===== config.mk =====
export PLATFORM = sky130hd
export DESIGN_NAME = img_bram_arbiter_flat
export DESIGN_NICKNAME = d
export VERILOG_FILES = /design/src/rtl/img_bram_arbiter_if.sv /design/src/rtl/img_bram_arbiter.sv /design/src/flat_wrapper.sv
export SDC_FILE = /design/constraint.sdc
export NUM_CORES = 1
export LEC_CHECK = 0
export BUFFER_PORTS_ARGS = -buffer_cell sky130_fd_sc_hd__buf_2
export CORE_MARGIN = 3
export CORE_UTILIZATION = 46
export DETAILED_ROUTE_END_ITERATION = 8
export GPL_ROUTABILITY_DRIVEN = 0
export PLACE_DENSITY_LB_ADDON = 0.15
export SLEW_MARGIN = 10
export SYNTH_ARGS = -nofsm -noshare
export SYNTH_HDL_FRONTEND = slang
export SYNTH_SLANG_ARGS = --single-unit

===== constraint.sdc =====
create_clock -name clk -period 2.4 [get_ports clk]
set_input_delay 0.24 -clock clk [delete_from_list [all_inputs] [get_ports clk]]
set_output_delay 0.24 -clock clk [all_outputs]
set_load 0.005 [all_outputs]

===== src/rtl/img_bram_arbiter_if.sv =====
// Requester-side bus of the img_storage read arbiter: two request/address
// pairs in, grants and tagged read data out.
interface img_bram_arbiter_if;
  localparam int unsigned AW = 14;
  localparam int unsigned DW = 8;

  logic          req0;
  logic          req1;
  logic [AW-1:0] addr0;
  logic [AW-1:0] addr1;
  logic          gnt0;
  logic          gnt1;
  logic          rvalid0;
  logic          rvalid1;
  logic [DW-1:0] rdata;
  logic          err;

  // Requester view
  modport master (
    output req0, req1, addr0, addr1,
    input  gnt0, gnt1, rvalid0, rvalid1, rdata, err
  );

  // Arbiter view
  modport slave (
    input  req0, req1, addr0, addr1,
    output gnt0, gnt1, rvalid0, rvalid1, rdata, err
  );
endinterface


===== src/rtl/img_bram_arbiter.sv =====
// Round-robin, burst-bounded arbiter for the single read port of img_storage.
// Grants are same-cycle; each grant returns one tagged beat RD_LAT+1 cycles later.
module img_bram_arbiter #(
  parameter int unsigned DEPTH     = 10000,
  parameter int unsigned RD_LAT    = 1,
  parameter int unsigned MAX_BURST = 8
) (
  input  logic                clk,
  input  logic                rst,
  img_bram_arbiter_if.slave   bus_if,
  output logic [13:0]         bram_addr_o,
  output logic                bram_we_o,
  input  logic [7:0]          bram_dout_i
);
  localparam int unsigned AW   = 14;
  localparam int unsigned DW   = 8;
  localparam int unsigned CW   = 4;
  localparam int unsigned PIPE = RD_LAT + 1;

  typedef enum logic [1:0] {IDLE, OWN0, OWN1} state_t;

  state_t          state_q, state_d;
  logic            last_q, last_d;
  logic [CW-1:0]   cnt_q, cnt_d;
  logic [CW-1:0]   cnt_inc;
  logic            burst_ok;
  logic            gnt0_c, gnt1_c;
  logic            grant;
  logic [AW-1:0]   gnt_addr;
  logic            gnt_oor;
  logic [AW-1:0]   bram_addr_q;
  logic            err_q;
  logic [PIPE-1:0] vld_q;
  logic [PIPE-1:0] port_q;
  logic [PIPE-1:0] oor_q;

  assign burst_ok = (cnt_q < CW'(MAX_BURST));
  assign cnt_inc  = burst_ok ? cnt_q + CW'(1) : cnt_q;

  // Arbitration state register
  always_ff @(posedge clk) begin
    if (rst) begin
      state_q <= IDLE;
      last_q  <= 1'b1;
      cnt_q   <= '0;
    end else begin
      state_q <= state_d;
      last_q  <= last_d;
      cnt_q   <= cnt_d;
    end
  end

  // Next-state and same-cycle grant decision; grants are suppressed during reset
  always_comb begin
    state_d = state_q;
    last_d  = last_q;
    cnt_d   = cnt_q;
    gnt0_c  = 1'b0;
    gnt1_c  = 1'b0;
    if (!rst) begin
      case (state_q)
        IDLE: begin
          if (bus_if.req0 && (!bus_if.req1 || last_q)) begin
            gnt0_c = 1'b1; state_d = OWN0; cnt_d = CW'(1); last_d = 1'b0;
          end else if (bus_if.req1) begin
            gnt1_c = 1'b1; state_d = OWN1; cnt_d = CW'(1); last_d = 1'b1;
          end
        end
        OWN0: begin
          if (bus_if.req0 && (burst_ok || !bus_if.req1)) begin
            gnt0_c = 1'b1; cnt_d = cnt_inc;
          end else if (bus_if.req1) begin
            gnt1_c = 1'b1; state_d = OWN1; cnt_d = CW'(1); last_d = 1'b1;
          end else begin
            state_d = IDLE;
          end
        end
        OWN1: begin
          if (bus_if.req1 && (burst_ok || !bus_if.req0)) begin
            gnt1_c = 1'b1; cnt_d = cnt_inc;
          end else if (bus_if.req0) begin
            gnt0_c = 1'b1; state_d = OWN0; cnt_d = CW'(1); last_d = 1'b0;
          end else begin
            state_d = IDLE;
          end
        end
        default: state_d = IDLE;
      endcase
    end
  end

  assign grant    = gnt0_c | gnt1_c;
  assign gnt_addr = gnt1_c ? bus_if.addr1 : bus_if.addr0;
  assign gnt_oor  = ({1'b0, gnt_addr} >= (AW+1)'(DEPTH));

  // Address register, sticky error flag and read-return tag pipeline
  always_ff @(posedge clk) begin
    if (rst) begin
      bram_addr_q <= '0;
      err_q       <= 1'b0;
      vld_q       <= '0;
      port_q      <= '0;
      oor_q       <= '0;
    end else begin
      if (grant) begin
        bram_addr_q <= gnt_addr;
      end
      if (grant && gnt_oor) begin
        err_q <= 1'b1;
      end
      vld_q  <= {vld_q[PIPE-2:0], grant};
      port_q <= {port_q[PIPE-2:0], gnt1_c};
      oor_q  <= {oor_q[PIPE-2:0], gnt_oor};
    end
  end

  assign bus_if.gnt0    = gnt0_c;
  assign bus_if.gnt1    = gnt1_c;
  assign bus_if.rvalid0 = vld_q[PIPE-1] & ~port_q[PIPE-1];
  assign bus_if.rvalid1 = vld_q[PIPE-1] &  port_q[PIPE-1];
  assign bus_if.rdata   = (vld_q[PIPE-1] && !oor_q[PIPE-1]) ? bram_dout_i : DW'(0);
  assign bus_if.err     = err_q;
  assign bram_addr_o    = bram_addr_q;
  assign bram_we_o      = 1'b0;
endmodule


===== src/flat_wrapper.sv =====
// flat-port wrapper written by rule: the top's interface ports become plain ports
module img_bram_arbiter_flat 
#(
  parameter int unsigned DEPTH     = 10000,
  parameter int unsigned RD_LAT    = 1,
  parameter int unsigned MAX_BURST = 8
)
  (clk, rst, bram_addr_o, bram_we_o, bram_dout_i, bus_if_req0, bus_if_req1, bus_if_addr0, bus_if_addr1, bus_if_gnt0, bus_if_gnt1, bus_if_rvalid0, bus_if_rvalid1, bus_if_rdata, bus_if_err);
  img_bram_arbiter_if bus_if_i ();
  input  logic clk;
  input  logic rst;
  output logic [13:0] bram_addr_o;
  output logic bram_we_o;
  input  logic [7:0] bram_dout_i;
  input wire logic [$bits(bus_if_i.req0)-1:0] bus_if_req0;
  input wire logic [$bits(bus_if_i.req1)-1:0] bus_if_req1;
  input wire logic [$bits(bus_if_i.addr0)-1:0] bus_if_addr0;
  input wire logic [$bits(bus_if_i.addr1)-1:0] bus_if_addr1;
  output wire logic [$bits(bus_if_i.gnt0)-1:0] bus_if_gnt0;
  output wire logic [$bits(bus_if_i.gnt1)-1:0] bus_if_gnt1;
  output wire logic [$bits(bus_if_i.rvalid0)-1:0] bus_if_rvalid0;
  output wire logic [$bits(bus_if_i.rvalid1)-1:0] bus_if_rvalid1;
  output wire logic [$bits(bus_if_i.rdata)-1:0] bus_if_rdata;
  output wire logic [$bits(bus_if_i.err)-1:0] bus_if_err;
  assign bus_if_i.req0 = bus_if_req0;
  assign bus_if_i.req1 = bus_if_req1;
  assign bus_if_i.addr0 = bus_if_addr0;
  assign bus_if_i.addr1 = bus_if_addr1;
  assign bus_if_gnt0 = bus_if_i.gnt0;
  assign bus_if_gnt1 = bus_if_i.gnt1;
  assign bus_if_rvalid0 = bus_if_i.rvalid0;
  assign bus_if_rvalid1 = bus_if_i.rvalid1;
  assign bus_if_rdata = bus_if_i.rdata;
  assign bus_if_err = bus_if_i.err;
  img_bram_arbiter #(.DEPTH(DEPTH), .RD_LAT(RD_LAT), .MAX_BURST(MAX_BURST)) u_core (.clk(clk), .rst(rst), .bus_if(bus_if_i), .bram_addr_o(bram_addr_o), .bram_we_o(bram_we_o), .bram_dout_i(bram_dout_i));
endmodule

==> summary.md <==
| Metric | Value |
|---|---|
| Top-count cell post-synth | dfxtp_1 |
| Hold_sp | bus_if_addr0[13] |
| Post-synth top cells | dfxtp_1, nor2_1, mux2i_1 |
| DRT iter0 DRCs | 67 |
| Final period utilization | 94.2% |
| Hold Fails Final Rpt | 0 |
| Critical Path Max Stage Delay | 0.40 ns |
| CP Launch Type | flop |
| Seq/Total Area, Yosys | 31.9% |
| Die width | 67.8 um |
| Initial antenna violation count | 0 |
| R2r endpoint | u_core.bram_addr_o[3] |
| YS warnings | 0 |
| Clk_skew | 0.00354 ns |
| Drt wl/cell | 13.6 um |
| Worst endpoint required time | 2.16 ns |
| Reg-to-reg startpoint | u_core.state_q[0] |
| Clock Tree Buf Depth | 2 |
| Slowest CP cell | or3b_1 |
| Syn_area_per_cell | 8.75 um^2 |
| GRT Residual Overflow | 0 |
| Total track usage | 18.5% |
| H-tree Lvls | 1 |
| # nets final | 306 |
| Cts bufs inserted | 3 |
| Post-CTS setup buffer count | 0 |
| WHS Path Cells | 3 |
| Max-Cap Viols | 0 |
| #FFs+latches synth | 28 |
| DIE HEIGHT | 67.8 um |
| Via count | 1,650 |
| Unrepaired setup endpoints after global routing | no |
| Depth of the worst register-to-register path | 8 |
| Hpwl dp | 3.17 mm |
| DR pass1 iterations | 4 |
| Hold Path Sink | u_core.oor_q[0] |
| PortBufs | 66 |
| Crit. End Element | primary output |
| Crit path time final | 2.26 ns |
| Clk Latency, worst-skew pair | 0.28 ns |
| PD cells | 890 mW/mm^2 |
| Post-synthesis cell count | 201 |
| Overall power | 1910 uW |
| Final WL | 4.17 mm |
| Die area | 0.00460 mm^2 |
| Starting density of the core | 50.3% |
| R2R setup slack | 0.34 ns |
| Synth Flop Type | dfxtp_1 |
| Async S/R FF share, synth | 0% |
| Final count of negative-setup-slack endpoints | 0 |
| Synth top area share | 31.9% |
| Post-synth EDFFs | 0 |
| Status | finished, final reports clean |
| Area leader, netlist | dfxtp_1 |
| First-pass GRT wire length | 6.57 mm |
| Detailed-route DRC error count | 0 |
| DRT antenna net count | 0 |
| CTS tree | done |
| Worst slack, placed | 0.358 ns |
| Max Clk Rate | 0.442 GHz |
| I/O pins | 68 |
| Leakage power | 0.000968 uW |
| Max rail drop VDD | 0.581 mV |
| Worst Hold Class | in -> reg |
| ANT cells | 0 |
| Largest net degree at the start of global routing | 27 |
| FP Rows | 21 |
| WS Path Type | reg -> out |
| Worst-path clk slew | 0.10 ns |
| Netlist cell types | 46 |
| Area contributors post-synth | dfxtp_1, mux2i_1, a211oi_2 |
| CTS root buf | clkbuf_8 |
| Syn Nets | 246 |
| Vias per cell | 5.39 |
| Share of cells above drive strength 1 | 36.5% |
| Clock sinks | 28 |
| Mapped Area | 0.00176 mm^2 |
| Cts hold-fix bufs | 0 |
| Layout area overhead | 22.2% |
| Fin. max-slew vios | 0 |
| Setup tns final | 0 ns |
| Vias in the first global route | 1,493 |
| Core footprint | 0.00349 mm^2 |
| Worst-path fanout max | 11 |
| Worst setup margin | 0.139 ns |
| Post-CTS sizing | 0 |
| Ordered cell list for the critical path | inv_1, ha_1, or3b_1, nand3_1, o21a_2, inv_2, buf_2 |
| Crit path DAT | 2.02 ns |
[layout by cell type, fill, tap and decap left out, types with 4 or more instances in the layout]
cell	n
buf_2	66
dfxtp_1	28
nor2_1	20
mux2i_1	17
a211oi_2	13
nand2_1	10
o21ai_0	10
a21oi_1	9
nand3_1	9
and2_1	9
nor2b_1	7
inv_1	6
ha_1	5
a211oi_1	4
buf_4	4
[worst max-delay path, delay by kind of cell, from the launching register on]
| family | cells | cell delay (ns) |
|---|---|---|
| buffers and inverters | 3 | 0.29 |
| and+or+nand+nor | 2 | 0.50 |
| adders and majority gates | 1 | 0.28 |
| DFF | 1 | 0.39 |
| AOI/OAI and AO/OA | 1 | 0.30 |
[worst max-delay path by stage]
stage / from / endpoint
after floorplan: u_core.state_q[0] / u_core.bram_addr_o[5]
after global placement: u_core.state_q[0] / u_core.bram_addr_o[3]
after detailed placement: u_core.state_q[0] / u_core.bram_addr_o[12]
after CTS: u_core.state_q[0] / bus_if_gnt1
after global routing: u_core.state_q[0] / bus_if_gnt1
final: u_core.state_q[0] / bus_if_gnt1
[metrics by stage]
step                      cell area (um^2)  hold WS (ns)  std cells  util [%]
after detailed placement              2080         0.429        302      59.5
after floorplan                       1760         0.389        201         -
after CTS                             2150         0.222        306      61.5
after global routing                  2150         0.232        306      61.5
after global placement                2080         0.420        302      59.5
final                                 2150         0.236        306      61.5
[layer usage]
metal / global-route usage, % / vias to the layer above / share of wire, % / routed length (um)
met5: 0 / - / 0 / 0
met3: 2.96 / 7 / 7.2 / 301
met2: 28.7 / 54 / 45 / 1860
met4: 7.94 / 0 / 2.1 / 88
li1: - / 840 / - / -
met1: 25.4 / 749 / 46 / 1920
[flip-flops by register name, indices dropped and copies added (netlist names)]
name / count
u_core.port_q: 2
u_core.bus_if.err: 1
u_core.last_q: 1
u_core.cnt_q: 4
u_core.vld_q: 2
u_core.bram_addr_o: 14
u_core.oor_q: 2
u_core.state_q: 2
[cell families after synthesis]
| family | Yosys count | share of synthesized area, % |
|---|---|---|
| DFF | 28 | 31.9 |
| adders and majority gates | 5 | 3.56 |
| other | 1 | 0.213 |
| AOI/OAI and AO/OA | 51 | 24.0 |
| buffers and inverters | 25 | 8.68 |
| muxes | 17 | 9.67 |
| and+or+nand+nor | 74 | 22.0 |
[power by group]
part | total (uW) | internal [uW] | leakage [uW] | switching (uW)
registers | 661 | 586 | 0.000230 | 75.1
clock network | 376 | 224 | 0.0000357 | 153
logic | 876 | 404 | 0.000702 | 472
total | 1910 | 1210 | 0.000968 | 700
[area by class of cell]
class	count	area (um^2)
Fill cell	317	1350
Multi-Input combinational cell	148	1050
Sequential cell	28	561
Timing Repair Buffer	71	380
Tap cell	46	57.6
Clock buffer	3	41.3
Inverter	9	33.8
Clock inverter	1	30.0
Power figures use the tool's default switching activity.
